### src/rtl/axi_rd_responder.sv
// AXI4 read-only responder: one outstanding burst, optional response delay,
// address-derived read data with DECERR/SLVERR signalling.
module axi_rd_responder #(
  parameter int AXI_ADDR_WIDTH = 32,
  parameter int AXI_DATA_WIDTH = 64,
  parameter int AXI_ID_WIDTH = 6,
  parameter int AXI_USER_WIDTH = 8,
  parameter logic [AXI_ADDR_WIDTH-1:0] BASE_ADDR = '0,
  parameter int SIZE_BYTES = 4096,
  parameter int RESP_DELAY = 0
) (
  input  logic                      clk_i,
  input  logic                      rst_i,
  input  logic [AXI_ID_WIDTH-1:0]   ar_id,
  input  logic [AXI_ADDR_WIDTH-1:0] ar_addr,
  input  logic [7:0]                ar_len,
  input  logic [2:0]                ar_size,
  input  logic [1:0]                ar_burst,
  input  logic [AXI_USER_WIDTH-1:0] ar_user,
  input  logic                      ar_valid,
  output logic                      ar_ready,
  output logic [AXI_ID_WIDTH-1:0]   r_id,
  output logic [AXI_DATA_WIDTH-1:0] r_data,
  output logic [1:0]                r_resp,
  output logic                      r_last,
  output logic [AXI_USER_WIDTH-1:0] r_user,
  output logic                      r_valid,
  input  logic                      r_ready
);

  localparam int AW = AXI_ADDR_WIDTH;
  localparam int MAX_SIZE = $clog2(AXI_DATA_WIDTH / 8);
  localparam int DW = (RESP_DELAY > 1) ? $clog2(RESP_DELAY) : 1;
  localparam logic [AW:0] LO = {1'b0, BASE_ADDR};
  localparam logic [AW:0] HI = LO + (AW+1)'(SIZE_BYTES);

  typedef enum logic [1:0] {
    IDLE  = 2'd0,
    DELAY = 2'd1,
    BURST = 2'd2
  } state_t;

  state_t state, state_nxt;

  logic [AXI_ID_WIDTH-1:0]   id_q;
  logic [AXI_USER_WIDTH-1:0] user_q;
  logic [7:0]                len_q;
  logic [2:0]                size_q;
  logic [1:0]                burst_q;
  logic [AW-1:0]             addr_q;
  logic [7:0]                beat_q;
  logic [DW-1:0]             dly_q;
  logic                      err_q;

  logic          accept;
  logic          beat_done;
  logic          last_beat;
  logic          ar_err;
  logic          in_range;
  logic [AW-1:0] ar_align;
  logic [AW-1:0] inc;
  logic [AW-1:0] wmask;
  logic [AW-1:0] addr_nxt;

  assign accept    = ar_valid && ar_ready;
  assign beat_done = r_valid && r_ready;
  assign last_beat = (beat_q == len_q);

  assign ar_align = ar_addr & ~((AW'(1) << ar_size) - AW'(1));

  assign ar_err = (ar_burst == 2'b11)
               || (ar_burst == 2'b10 &&
                   !(ar_len inside {8'd1, 8'd3, 8'd7, 8'd15}))
               || (ar_size > 3'(MAX_SIZE));

  assign in_range = ({1'b0, addr_q} >= LO) && ({1'b0, addr_q} < HI);

  // wrap window is a power of two, so wrapping is a masked increment
  assign inc   = AW'(1) << size_q;
  assign wmask = ((AW'(len_q) + AW'(1)) << size_q) - AW'(1);

  always_comb begin
    addr_nxt = addr_q + inc;
    unique case (burst_q)
      2'b00:   addr_nxt = addr_q;
      2'b10:   addr_nxt = (addr_q & ~wmask) | ((addr_q + inc) & wmask);
      default: addr_nxt = addr_q + inc;
    endcase
  end

  always_ff @(posedge clk_i) begin
    if (rst_i) state <= IDLE;
    else       state <= state_nxt;
  end

  always_comb begin
    state_nxt = state;
    unique case (state)
      IDLE:
        if (accept)
          state_nxt = (RESP_DELAY == 0) ? BURST : DELAY;
      DELAY:
        if (dly_q == '0) state_nxt = BURST;
      BURST:
        if (beat_done && last_beat) state_nxt = IDLE;
      default: state_nxt = IDLE;
    endcase
  end

  always_comb begin
    ar_ready = (state == IDLE);
    r_valid  = (state == BURST);
    r_last   = r_valid && last_beat;
    r_id     = id_q;
    r_user   = user_q;
    r_resp   = 2'b00;
    r_data   = '0;
    if (r_valid) begin
      if (err_q)          r_resp = 2'b10;
      else if (!in_range) r_resp = 2'b11;
      else                r_data = {addr_q, ~addr_q};
    end
  end

  always_ff @(posedge clk_i) begin
    if (rst_i) begin
      id_q    <= '0;
      user_q  <= '0;
      len_q   <= '0;
      size_q  <= '0;
      burst_q <= '0;
      addr_q  <= '0;
      beat_q  <= '0;
      dly_q   <= '0;
      err_q   <= 1'b0;
    end else begin
      if (accept) begin
        id_q    <= ar_id;
        user_q  <= ar_user;
        len_q   <= ar_len;
        size_q  <= ar_size;
        burst_q <= ar_burst;
        addr_q  <= ar_align;
        err_q   <= ar_err;
        beat_q  <= '0;
        dly_q   <= DW'(RESP_DELAY - 1);
      end
      if (state == DELAY && dly_q != '0)
        dly_q <= dly_q - DW'(1);
      if (beat_done) begin
        beat_q <= beat_q + 8'd1;
        addr_q <= addr_nxt;
      end
    end
  end

endmodule

### config.mk
export PLATFORM = sky130hd
export DESIGN_NAME = axi_rd_responder
export DESIGN_NICKNAME = d
export VERILOG_FILES = /design/src/rtl/axi_rd_responder.sv
export SDC_FILE = /design/constraint.sdc
export NUM_CORES = 1
export LEC_CHECK = 0
export CAP_MARGIN = 20
export CORE_MARGIN = 4
export CORE_UTILIZATION = 55
export DETAILED_ROUTE_END_ITERATION = 7
export PLACE_DENSITY = 0.9
export SYNTH_ARGS = -nofsm -noshare
export SYNTH_HDL_FRONTEND = slang
export SYNTH_SLANG_ARGS = --single-unit
### constraint.sdc
create_clock -name clk_i -period 5.7 [get_ports clk_i]
set_input_delay 1.425 -clock clk_i [delete_from_list [all_inputs] [get_ports clk_i]]
set_output_delay 1.425 -clock clk_i [all_outputs]
set_load 0.1 [all_outputs]
==> Yosys cells after proc, flatten, opt, wreduce, memory -nomap -nowiden <==
Cells that the tools add are included.
W data, S select, Z words.
{ "word_totals": {"mem_count": 0, "output_inout_bits": 83, "in_bits": 63, "romBits": 0, "elab_cells": 75, "ram_bits": 0, "latchBits": 0, "ff_bits": 71} }
{ "op_classes": {"n_div": 0, "n_mux": 17, "multipliers": 0, "n_lt_le_gt_ge": 2, "shift": 3, "bitwise_logic": 7, "add_sub_neg": 6, "eq_ne": 14, "n_reduce_logical": 16} }
{ "ops": {"columns": ["cell", "count"], "rows": [
  ["$mux W64", 3],
  ["$and A32 B32 Y32", 3],
  ["$not A32 Y32", 3],
  ["$mux W32", 2],
  ["$pmux W32 S2", 1],
  ["$shl A1 B3 Y32 const A", 2],
  ["$sub A32 B1 Y32 const B", 2],
  ["$add A32 B32 Y32", 1],
  ["$lt A32 B13 Y1 const B", 1],
  ["$or A32 B32 Y32", 1],
  ["$shl A9 B3 Y32", 1],
  ["$mux W8", 2],
  ["$mux W2", 6],
  ["$add A8 B1 Y9 const B", 1],
  ["$add A8 B1 Y8 const B", 1],
  ["$eq A2 B2 Y1 const B", 4],
  ["$eq A8 B1 Y1 const B", 1],
  ["$eq A8 B2 Y1 const B", 1],
  ["$eq A8 B3 Y1 const B", 1],
  ["$eq A8 B4 Y1 const B", 1],
  ["$eq A8 B8 Y1", 1],
  ["$logic_and A1 B1 Y1", 6],
  ["$pmux W2 S3", 1],
  ["$logic_not A2 Y1", 2],
  ["other kinds (12)", 17]
]} }

==> Longest topological paths before layout <==
Gate-level depths: netlist of the first run.
{ "logic_depth": {"ltp_word": 8, "depth_mapped": 18, "mapped_depth_nobuf": 15} }

==> Worst setup path before layout of the first run <==
No wires, ideal clock.
{ "synth_path": {"path_kind": "flip-flop to output port", "startpoint": "register state[1]", "endpoint": "output port r_last", "setup_slack_ps": 238, "t_arrival_ps": 4037, "n_path_buf": 0, "path_stages_with_launch": 3, "required_ps": 4275, "cell_sequence": "dfxtp_1 -> inv_1 -> nor3_1"} }
{ "synth_between": {"elab_chain_len": 2} }
{ "synth_rtl": {"columns": ["element", "line_no", "source"], "rows": [
  ["start, declared", "43", "state_t state, state_nxt;"],
  ["start signal, assigned", "93", "else state <= state_nxt;"],
  ["$eq A2 B2 Y1", "112", "r_valid = (state == BURST);"],
  ["$logic_and A1 B1 Y1", "113", "r_last = r_valid && last_beat;"],
  ["end, declared", "25", "output logic r_last,"]
]} }
No other way between the ends.

==> results of run 1 <==
[metrics by stage]
| step | power, mW | instances | instance area (um^2) | worst slack [ns] |
|---|---|---|---|---|
| floorplan | 1.02 | 856 | 5930 | 0.238 |
| global placement | 1.16 | 1050 | 6930 | 1.49 |
| detailed placement | 1.16 | 1050 | 6930 | 1.33 |
| CTS | 1.55 | 1066 | 7110 | 1.32 |
| global route | 1.63 | 1066 | 7110 | 0.977 |
| finish | 1.56 | 1066 | 7110 | 1.26 |
[logic make-up after synthesis]
logic type      after synthesis  synth area share [%]
compound gates              239                  27.6
xor+xnor                     29                  4.46
fa+ha+maj                    15                  3.33
buf+inv                     125                  9.77
flops                        69                  23.6
mux                           8                  1.52
other cells                   1                0.0640
simple gates                351                  29.7
[area by class of cell]
type	count	area (um^2)	area share [%]
tap	136	170	2.39
sequential	69	1380	19.4
timing repair buffer	135	1210	17.0
inverter	48	180	2.53
multi-input combinational	662	3990	56.1
clock inverter	6	43.8	0.616
clock buffer	10	138	1.94
[synth_stat cells (12+ instances only)]
master    number  share of area [%]
a21oi_1       76                6.5
a31oi_1       13                1.4
and2_1        13                1.4
and3_1        12                1.3
buf_4         22                2.8
clkbuf_1      40                2.6
dfxtp_1       69                 24
ha_1          14                3.0
inv_1         47                3.0
nand2_1      120                7.7
nand2b_1      12                1.3
nand3_1       30                2.6
nand4_1       12                1.3
nor2_1        76                4.9
nor2b_1       14                1.5
nor3_1        19                1.6
nor4_1        13                1.4
o21ai_0       37                3.2
xnor2_1       22                3.3
[final timing paths]
| path | end | cells after the start | startpoint | slack [ns] |
|---|---|---|---|---|
| max reg2reg | flop | 12 | len_q[0]$_SDFFE_PP0P_ | 1.26 |
| min | r_user[3]$_SDFFE_PP0P_ | 2 | r_user[3]$_SDFFE_PP0P_ | 0.45 |
| min reg2reg | r_user[3]$_SDFFE_PP0P_ | 2 | r_user[3]$_SDFFE_PP0P_ | 0.45 |
| max | flop | 12 | len_q[0]$_SDFFE_PP0P_ | 1.26 |
[where the power goes]
| part | switching (mW) | total, mW | leakage, nW | internal, mW |
|---|---|---|---|---|
| sequential | 0.0511 | 0.564 | 0.566 | 0.513 |
| clock | 0.224 | 0.396 | 0.0930 | 0.172 |
| combinational | 0.414 | 0.597 | 2.29 | 0.183 |
| total | 0.689 | 1.56 | 2.95 | 0.869 |
[metal layers]
| metal | global-route usage (%) | part of all wire, % | vias up | wire, um |
|---|---|---|---|---|
| li1 | - | - | 3144 | - |
| met1 | 36.6 | 40 | 2922 | 7110 |
| met2 | 45.8 | 46 | 374 | 8250 |
| met3 | 6.39 | 11 | 47 | 2020 |
| met4 | 11.0 | 2.4 | 0 | 425 |
| met5 | 0 | 0 | - | 0 |
[worst register-to-register path, stage by stage, from the launching register on]
cell	delay, ns
dfxtp_1	0.67
ha_1	0.40
nand3_1	0.19
xnor2_2	0.34
a22oi_1	0.15
a222oi_1	0.80
o211ai_4	0.28
a2111oi_0	0.43
ha_1	0.24
a21o_1	0.12
nand2_1	0.07
or4_1	0.51
a31oi_1	0.16
==> impl_metrics.env, run 1 <==
export IMPL_gr_total_overflow=0
export IMPL_required_ns=5.98
export IMPL_hpwl_um=13000
export IMPL_synth_area_um2=5860
export IMPL_crit_path_top_delay_cell="a222oi_1"
export IMPL_antenna_found_initial=0
export IMPL_p_leak_nw=2.95
export IMPL_setup_tns_final_ns=0
export IMPL_drive_gt1_share_pct=10.9
export IMPL_cts_tree="done"
export IMPL_first_pass_iters=6
export IMPL_num_antenna_cells=0
export IMPL_skew_ns=0.0115
export IMPL_dieArea_um2=12400
export IMPL_grt_max_degree=41
export IMPL_antenna_left=0
export IMPL_hold_class="reg -> reg"
export IMPL_num_vias=6487
export IMPL_drcViolationCount=0
export IMPL_wl_per_cell_um=16.7
export IMPL_drt_iter0_drc=537
export IMPL_worst_pin_slew_ns=0.992
export IMPL_clock_latency_ns=0.36
export IMPL_period_share_pct=78.0
export IMPL_via_per_inst=6.09
export IMPL_crit_family="compound AO/OA/AOI/OAI gates"
export IMPL_drv_cap=0
export IMPL_ys_seq_area_share_pct=23.6
export IMPL_numCtsBuffers=9
export IMPL_core_area_um2=10400
export IMPL_cp_start_kind="flop"
export IMPL_cts_repair_resized=0
export IMPL_syn_avg_cell_area_um2=7.00
export IMPL_cts_root_buffer="clkbuf_8"
export IMPL_worst_ir_drop_vdd_mv=0.223
export IMPL_crit_chain="ha_1 > nand3_1 > xnor2_2 > a22oi_1 > a222oi_1 > o211ai_4 > a2111oi_0 > ha_1 > a21o_1 > nand2_1 > or4_1 > a31oi_1"
export IMPL_final_common_cell="nand2_1"
export IMPL_crit_path_end_kind="flop"
export IMPL_areaGrowthSynthToFinish_pct=21.3
export IMPL_io_buffers=125
export IMPL_cp_num_buf_inv=0
export IMPL_syn_inst=837
export IMPL_hold_viol_final=0
export IMPL_layout_common_cells="119 x nand2_1, 80 x clkdlybuf4s50_1, 76 x nor2_1, 76 x a21oi_1, 69 x dfxtp_1"
export IMPL_clk_pin_slew_worst_paths_ns=0.09
export IMPL_cp_slowest_stage_delay_ns=0.80
export IMPL_yosys_warnings=0
export IMPL_start_util_pct=56.5
export IMPL_drt_wl_total_um=17800
export IMPL_synth_flop_cell="dfxtp_1"
export IMPL_status="complete, no violations"
export IMPL_async_flop_share_pct=0
export IMPL_nets=1003
export IMPL_routabilityCongestion=0.968
export IMPL_clk_path_buf_depth=2
export IMPL_cts_hold_buffers=0
export IMPL_setup_viol=0
export IMPL_path_max_fanout=18
export IMPL_crit_top_cell="ha_1"
export IMPL_max_slew_margin_pct=33.7
export IMPL_synth_edf_count=0
export IMPL_track_usage_pct=28.3
export IMPL_arrival_ns=4.73
export IMPL_hold_ws_ns=0.455
export IMPL_fill_cells=883
export IMPL_cts_sinks=69
export IMPL_power_density_nw_per_um2=219
export IMPL_layout_min_cycle_time_ns=4.44
export IMPL_ys_seq_elements=69
export IMPL_postLayoutCoreUtil_pct=68.6
export IMPL_worstSetupPathType="reg -> reg"
export IMPL_max_freq_mhz=225
export IMPL_die_h_um=111
export IMPL_cts_max_level=3
export IMPL_die_w_um=111
export IMPL_grt_pass1_wl_um=29800
export IMPL_rows=37
export IMPL_io_pins=146
export IMPL_rsz0062_at_grt="no"
export IMPL_synthDistinctLibCells=83
export IMPL_grt_pass1_vias=6123
export IMPL_drv_slew=0
export IMPL_postCtsSetupBuffers=0
(Power assumes the default switching activity.)
==> inputs of run 2 (changes only) <==
--- a/config.mk
+++ b/config.mk
@@ -7,9 +7,9 @@
 export LEC_CHECK = 0
 export CAP_MARGIN = 20
 export CORE_MARGIN = 4
-export CORE_UTILIZATION = 55
+export CORE_UTILIZATION = 51
 export DETAILED_ROUTE_END_ITERATION = 7
-export PLACE_DENSITY = 0.9
+export PLACE_DENSITY = 0.84
 export SYNTH_ARGS = -nofsm -noshare
 export SYNTH_HDL_FRONTEND = slang
 export SYNTH_SLANG_ARGS = --single-unit
==> constraint.sdc (replaced) <==
create_clock -name clk_i -period 4.7 [get_ports clk_i]
set_input_delay 1.175 -clock clk_i [delete_from_list [all_inputs] [get_ports clk_i]]
set_output_delay 1.175 -clock clk_i [all_outputs]
set_load 0.1 [all_outputs]
==> run 2 against run 1 <==
- flip-flop and latch count did not move
- critical path depth rose by 3
- maximum frequency rose by 6.8%
- combinational power rose by 23%
- sequential power rose by 21%
- non-clock buffer count rose by 5
- global-route usage fell by 1.7 points
- final cell count rose by 0.84%
- largest cell class unchanged
==> impl_metrics.env, run 2 (synthesis results as in run 1) <==
export IMPL_antenna_left=0
export IMPL_drcViolationCount=0
export IMPL_dp_cells=1059
export IMPL_cts_repair_resized=0
export IMPL_gr_total_overflow=0
export IMPL_status="complete, no violations"
export IMPL_skew_ns=0.00848
export IMPL_postPlaceCellArea_um2=7110
export IMPL_hold_end="r_user[6]$_SDFFE_PP0P_"
export IMPL_cts_tree="done"
export IMPL_dieArea_um2=13300
export IMPL_numCtsBuffers=9
export IMPL_hold_class="reg -> reg"
export IMPL_routabilityCongestion=1.00
export IMPL_die_w_um=115
export IMPL_postCtsSetupBuffers=0
export IMPL_cp_start_kind="flop"
export IMPL_intPower_mw=1.22
export IMPL_r2r_cells=15
export IMPL_regArea_um2=1380
export IMPL_min_delay_start="r_user[6]$_SDFFE_PP0P_"
export IMPL_cts_max_level=3
export IMPL_dr_wl_met3_um=1660
export IMPL_postLayoutCellArea_um2=7390
export IMPL_clock_latency_ns=0.35
export IMPL_worst_ir_drop_vdd_mv=0.232
export IMPL_track_usage_pct=26.6
export IMPL_worst_slack_ns=0.539
export IMPL_setup_tns_final_ns=0
export IMPL_seqPwrFrac_pct=32.5
export IMPL_required_ns=4.98
export IMPL_drt_wl_total_um=17900
export IMPL_layout_min_cycle_time_ns=4.16
export IMPL_max_slew_margin_pct=31.3
export IMPL_fill_cells=1018
export IMPL_path_max_fanout=27
export IMPL_pwr_share_comb_pct=35.0
export IMPL_cts_root_buffer="clkbuf_16"
export IMPL_core_area_um2=11000
export IMPL_antenna_found_initial=0
export IMPL_drt_iter0_drc=471
export IMPL_worst_pin_slew_ns=1.03
export IMPL_period_share_pct=88.5
export IMPL_hold_ws_ns=0.454
export IMPL_max_freq_mhz=240
export IMPL_clkPwrFrac_pct=32.5
export IMPL_rr_startpoint="size_q[1]$_SDFFE_PP0P_"
export IMPL_preCtsSetupSlack_ns=0.661
export IMPL_whs_path_depth=2
export IMPL_p_switching_mw=0.877
export IMPL_drive_gt1_share_pct=11.4
export IMPL_grt_max_degree=38
export IMPL_setup_viol=0
export IMPL_rsz0062_at_grt="no"
export IMPL_num_antenna_cells=0
export IMPL_hold_viol_final=0
export IMPL_die_h_um=115
export IMPL_fin_cells=1075
export IMPL_hpwl_um=13300
export IMPL_power_total_mw=2.10
export IMPL_layout_common_cells="119 x nand2_1, 79 x clkdlybuf4s50_1, 76 x nor2_1, 76 x a21oi_1, 69 x dfxtp_1"
export IMPL_wl_per_cell_um=16.7
export IMPL_rows=38
export IMPL_io_pins=146
export IMPL_power_density_nw_per_um2=284
export IMPL_clk_pin_slew_worst_paths_ns=0.07
export IMPL_areaGrowthSynthToFinish_pct=26.1
export IMPL_cts_sinks=69
export IMPL_grt_pass1_wl_um=28900
export IMPL_worstSetupPathType="reg -> reg"
export IMPL_crit_path_end_kind="flop"
export IMPL_clk_path_buf_depth=2
export IMPL_cts_hold_buffers=0
export IMPL_num_vias=6420
export IMPL_drv_slew=0
export IMPL_grt_pass1_vias=5838
export IMPL_wirelength_met1_um=7550
export IMPL_drv_cap=0
export IMPL_nets=1008
export IMPL_postLayoutCoreUtil_pct=67.0
export IMPL_final_common_cell="nand2_1"
export IMPL_p_leak_nw=3.05
export IMPL_met2_length_um=8280
export IMPL_via_per_inst=5.97
export IMPL_start_util_pct=53.2
export IMPL_swShare_pct=41.8
export IMPL_arrival_ns=4.44
export IMPL_io_buffers=125
export IMPL_highest_layer="met4"
export IMPL_first_pass_iters=5
export IMPL_r2r_slack_ns=0.54
export IMPL_multiInputGateArea_um2=3990
==> run 2: cell types whose count changed in the layout (fill, tap and decap cells not counted) <==
cell and change:
clkinv_2 -2, inv_8 +2, clkbuf_16 +9, clkinvlp_4 +1, buf_12 +11, clkbuf_8 -10
clkdlybuf4s50_1 -1, buf_4 -5
==> run 2: power groups by stage <==
stage | logic, mW | clock network (mW) | registers, mW
after floorplan | 0.520 | 0 | 0.720
after global placement | 0.721 | 0 | 0.693
after detailed placement | 0.725 | 0 | 0.694
after CTS | 0.729 | 0.688 | 0.681
after global routing | 0.786 | 0.708 | 0.689
final | 0.734 | 0.682 | 0.683
==> run 2: worst max-delay path: stages, from the launching register on <==
cell	delay [ns]
dfxtp_1	0.58
nor2_1	0.36
nand2_1	0.11
inv_1	0.10
ha_1	0.17
inv_1	0.05
fa_1	0.37
nor2b_1	0.16
o21ai_0	0.13
a21oi_1	0.27
o21ai_0	0.33
nor2b_1	0.50
nand3_1	0.20
or4_1	0.43
a21o_1	0.19
a31oi_1	0.14
==> run 2: area by class of cell <==
| type | instances | share of cell area [%] |
|---|---|---|
| multi-input combinational | 662 | 53.9 |
| timing repair buffer | 140 | 18.7 |
| sequential | 69 | 18.7 |
| clock buffer | 9 | 3.05 |
| inverter | 48 | 2.44 |
| tap | 140 | 2.37 |
| clock inverter | 7 | 0.863 |
==> run 2: worst max path at each step <==
stage,startpoint,to,slack [ns],cells after the start
detailed placement,size_q[1]$_SDFFE_PP0P_,flop,0.66,15
global placement,size_q[1]$_SDFFE_PP0P_,flop,0.86,15
global route,size_q[1]$_SDFFE_PP0P_,flop,0.14,15
CTS,size_q[1]$_SDFFE_PP0P_,flop,0.62,15
floorplan,state[1]$_SDFFE_PP0P_,r_last,-0.51,2
finish,size_q[1]$_SDFFE_PP0P_,flop,0.54,15
==> run 2: metal layers <==
layer / global-route usage (%) / vias to the layer above
met5: 0 / -
met4: 8.84 / 0
met3: 5.84 / 41
met2: 43.8 / 279
met1: 34.6 / 2954
li1: - / 3146
==> inputs of run 3 (changes only) <==
--- a/config.mk
+++ b/config.mk
@@ -6,6 +6,7 @@
 export NUM_CORES = 1
 export LEC_CHECK = 0
 export CAP_MARGIN = 20
+export CORE_ASPECT_RATIO = 0.5
 export CORE_MARGIN = 4
 export CORE_UTILIZATION = 51
 export DETAILED_ROUTE_END_ITERATION = 7
==> run 3 against run 2 <==
- first-iteration DRC count up 55%
- maximum frequency fell by 0.14%
- register-to-register slack about the same
- count of clock-buffer cells in the layout rose by 1
- combinational power rose by 2%
- clock power down 2%
- global-route usage grew 0.70 points
- worst hold slack worse by 0.00061 ns
==> impl_metrics.env, run 3 (synthesis results as in run 1) <==
export IMPL_routabilityCongestion=0.946
export IMPL_first_pass_iters=6
export IMPL_rr_startpoint="len_q[1]$_SDFFE_PP0P_"
export IMPL_io_pins=146
export IMPL_worstSetupPathType="reg -> reg"
export IMPL_die_h_um=83.8
export IMPL_p_leak_nw=3.06
export IMPL_rsz0062_at_grt="no"
export IMPL_crit_path_end_kind="flop"
export IMPL_wl_per_cell_um=17.6
export IMPL_clock_latency_ns=0.35
export IMPL_drv_cap=0
export IMPL_swShare_pct=41.4
export IMPL_antenna_found_initial=0
export IMPL_required_ns=4.97
export IMPL_crit_chain="ha_1 > nand3_1 > xnor2_2 > a22oi_1 > a222oi_1 > buf_4 > o211ai_4 > a2111oi_0 > ha_1 > a21o_1 > nand2_1 > or4_1 > a31oi_1"
export IMPL_hold_ws_ns=0.453
export IMPL_power_total_mw=2.10
export IMPL_cts_sinks=69
export IMPL_power_density_nw_per_um2=283
export IMPL_cp_slowest_stage_delay_ns=0.65
export IMPL_clk_pin_slew_worst_paths_ns=0.06
export IMPL_die_w_um=160
export IMPL_r2r_cells=13
export IMPL_startpoint="len_q[1]$_SDFFE_PP0P_"
export IMPL_start_util_pct=52.8
export IMPL_seqPwrFrac_pct=32.6
export IMPL_crit_path_top_delay_cell="a2111oi_0"
export IMPL_hold_viol_final=0
export IMPL_drt_wl_total_um=19100
export IMPL_grt_max_degree=49
export IMPL_areaGrowthSynthToFinish_pct=26.5
export IMPL_period_share_pct=88.7
export IMPL_status="complete, no violations"
export IMPL_skew_ns=0.0104
export IMPL_postLayoutCellArea_um2=7420
export IMPL_final_common_cell="nand2_1"
export IMPL_via_per_inst=6.14
export IMPL_pwr_share_comb_pct=35.7
export IMPL_dp_cells=1068
export IMPL_track_usage_pct=27.3
export IMPL_rows=27
export IMPL_cp_start_kind="flop"
export IMPL_fill_cells=963
export IMPL_intPower_mw=1.23
export IMPL_grt_pass1_wl_um=30800
export IMPL_nets=1012
export IMPL_cts_hold_buffers=0
export IMPL_antenna_left=0
export IMPL_postPlaceCellArea_um2=7130
export IMPL_drcViolationCount=0
export IMPL_hold_class="reg -> reg"
export IMPL_io_buffers=125
export IMPL_worst_pin_slew_ns=0.988
export IMPL_numCtsBuffers=9
export IMPL_cts_tree="done"
export IMPL_cts_root_buffer="clkbuf_16"
export IMPL_setup_tns_final_ns=0
export IMPL_clkPwrFrac_pct=31.7
export IMPL_drive_gt1_share_pct=11.8
export IMPL_max_slew_margin_pct=34.0
export IMPL_clk_path_buf_depth=2
export IMPL_setup_viol=0
export IMPL_dieArea_um2=13400
export IMPL_arrival_ns=4.43
export IMPL_layout_common_cells="119 x nand2_1, 79 x clkdlybuf4s50_1, 76 x nor2_1, 76 x a21oi_1, 69 x dfxtp_1"
export IMPL_grt_pass1_vias=6033
export IMPL_core_area_um2=11100
export IMPL_p_switching_mw=0.870
export IMPL_num_vias=6654
export IMPL_worst_ir_drop_vdd_mv=0.166
export IMPL_postCtsSetupBuffers=0
export IMPL_crit_top_cell="ha_1"
export IMPL_r2r_slack_ns=0.53
export IMPL_max_freq_mhz=240
export IMPL_drv_slew=0
export IMPL_hpwl_um=14200
export IMPL_layout_min_cycle_time_ns=4.17
export IMPL_postLayoutCoreUtil_pct=66.7
export IMPL_cts_max_level=3
export IMPL_fin_cells=1084
export IMPL_worst_slack_ns=0.533
export IMPL_drt_iter0_drc=732
export IMPL_gr_total_overflow=0
export IMPL_cts_repair_resized=0
export IMPL_num_antenna_cells=0
export IMPL_preCtsSetupSlack_ns=0.716
export IMPL_path_max_fanout=11
==> run 3: final cells by class <==
type                       instances  area (um^2)  share of cell area [%]
multi-input combinational        662         3990                    53.7
timing repair buffer             144         1400                    18.9
sequential                        69         1380                    18.6
clock buffer                      10          239                    3.22
tap                              145          181                    2.45
inverter                          48          180                    2.43
clock inverter                     6         47.5                   0.641
==> run 3: how the worst min path moves through the flow <==
stage	start	to	slack (ns)	cells past startpoint
after floorplan	flop	flop	0.48	2
after global placement	r_id[5]$_SDFFE_PP0P_	r_id[5]$_SDFFE_PP0P_	0.44	2
after detailed placement	r_user[2]$_SDFFE_PP0P_	r_user[2]$_SDFFE_PP0P_	0.45	2
after CTS	r_user[2]$_SDFFE_PP0P_	r_user[2]$_SDFFE_PP0P_	0.45	2
after global routing	r_user[1]$_SDFFE_PP0P_	r_user[1]$_SDFFE_PP0P_	0.47	2
final	r_user[2]$_SDFFE_PP0P_	r_user[2]$_SDFFE_PP0P_	0.45	2
==> run 3: power by group through the flow <==
stage / registers (mW) / clock network [mW] / logic (mW)
2_1_floorplan: 0.720 / 0 / 0.520
3_3_place_gp: 0.692 / 0 / 0.725
3_5_place_dp: 0.694 / 0 / 0.735
4_1_cts: 0.681 / 0.668 / 0.740
5_1_grt: 0.690 / 0.693 / 0.798
6_report: 0.684 / 0.666 / 0.751
==> run 3: worst max-delay path: cells and delay by family (launching register included) <==
kind,cells,cell delay (ns)
AND/OR/NAND/NOR,3,0.74
buffers and inverters,1,0.22
flip-flops,1,0.55
AO/OA/AOI/OAI,6,1.55
XOR/XNOR,1,0.37
adder cells (fa/ha/maj),2,0.67
==> run 3: per-layer routing <==
layer  share of wire (%)  global-route usage [%]  vias up
li1                    -                       -     3153
met1                  44                    37.9     3101
met2                  45                    44.4      362
met3                 9.5                    4.88       38
met4                 1.4                    5.91        0
met5                   0                       0        -
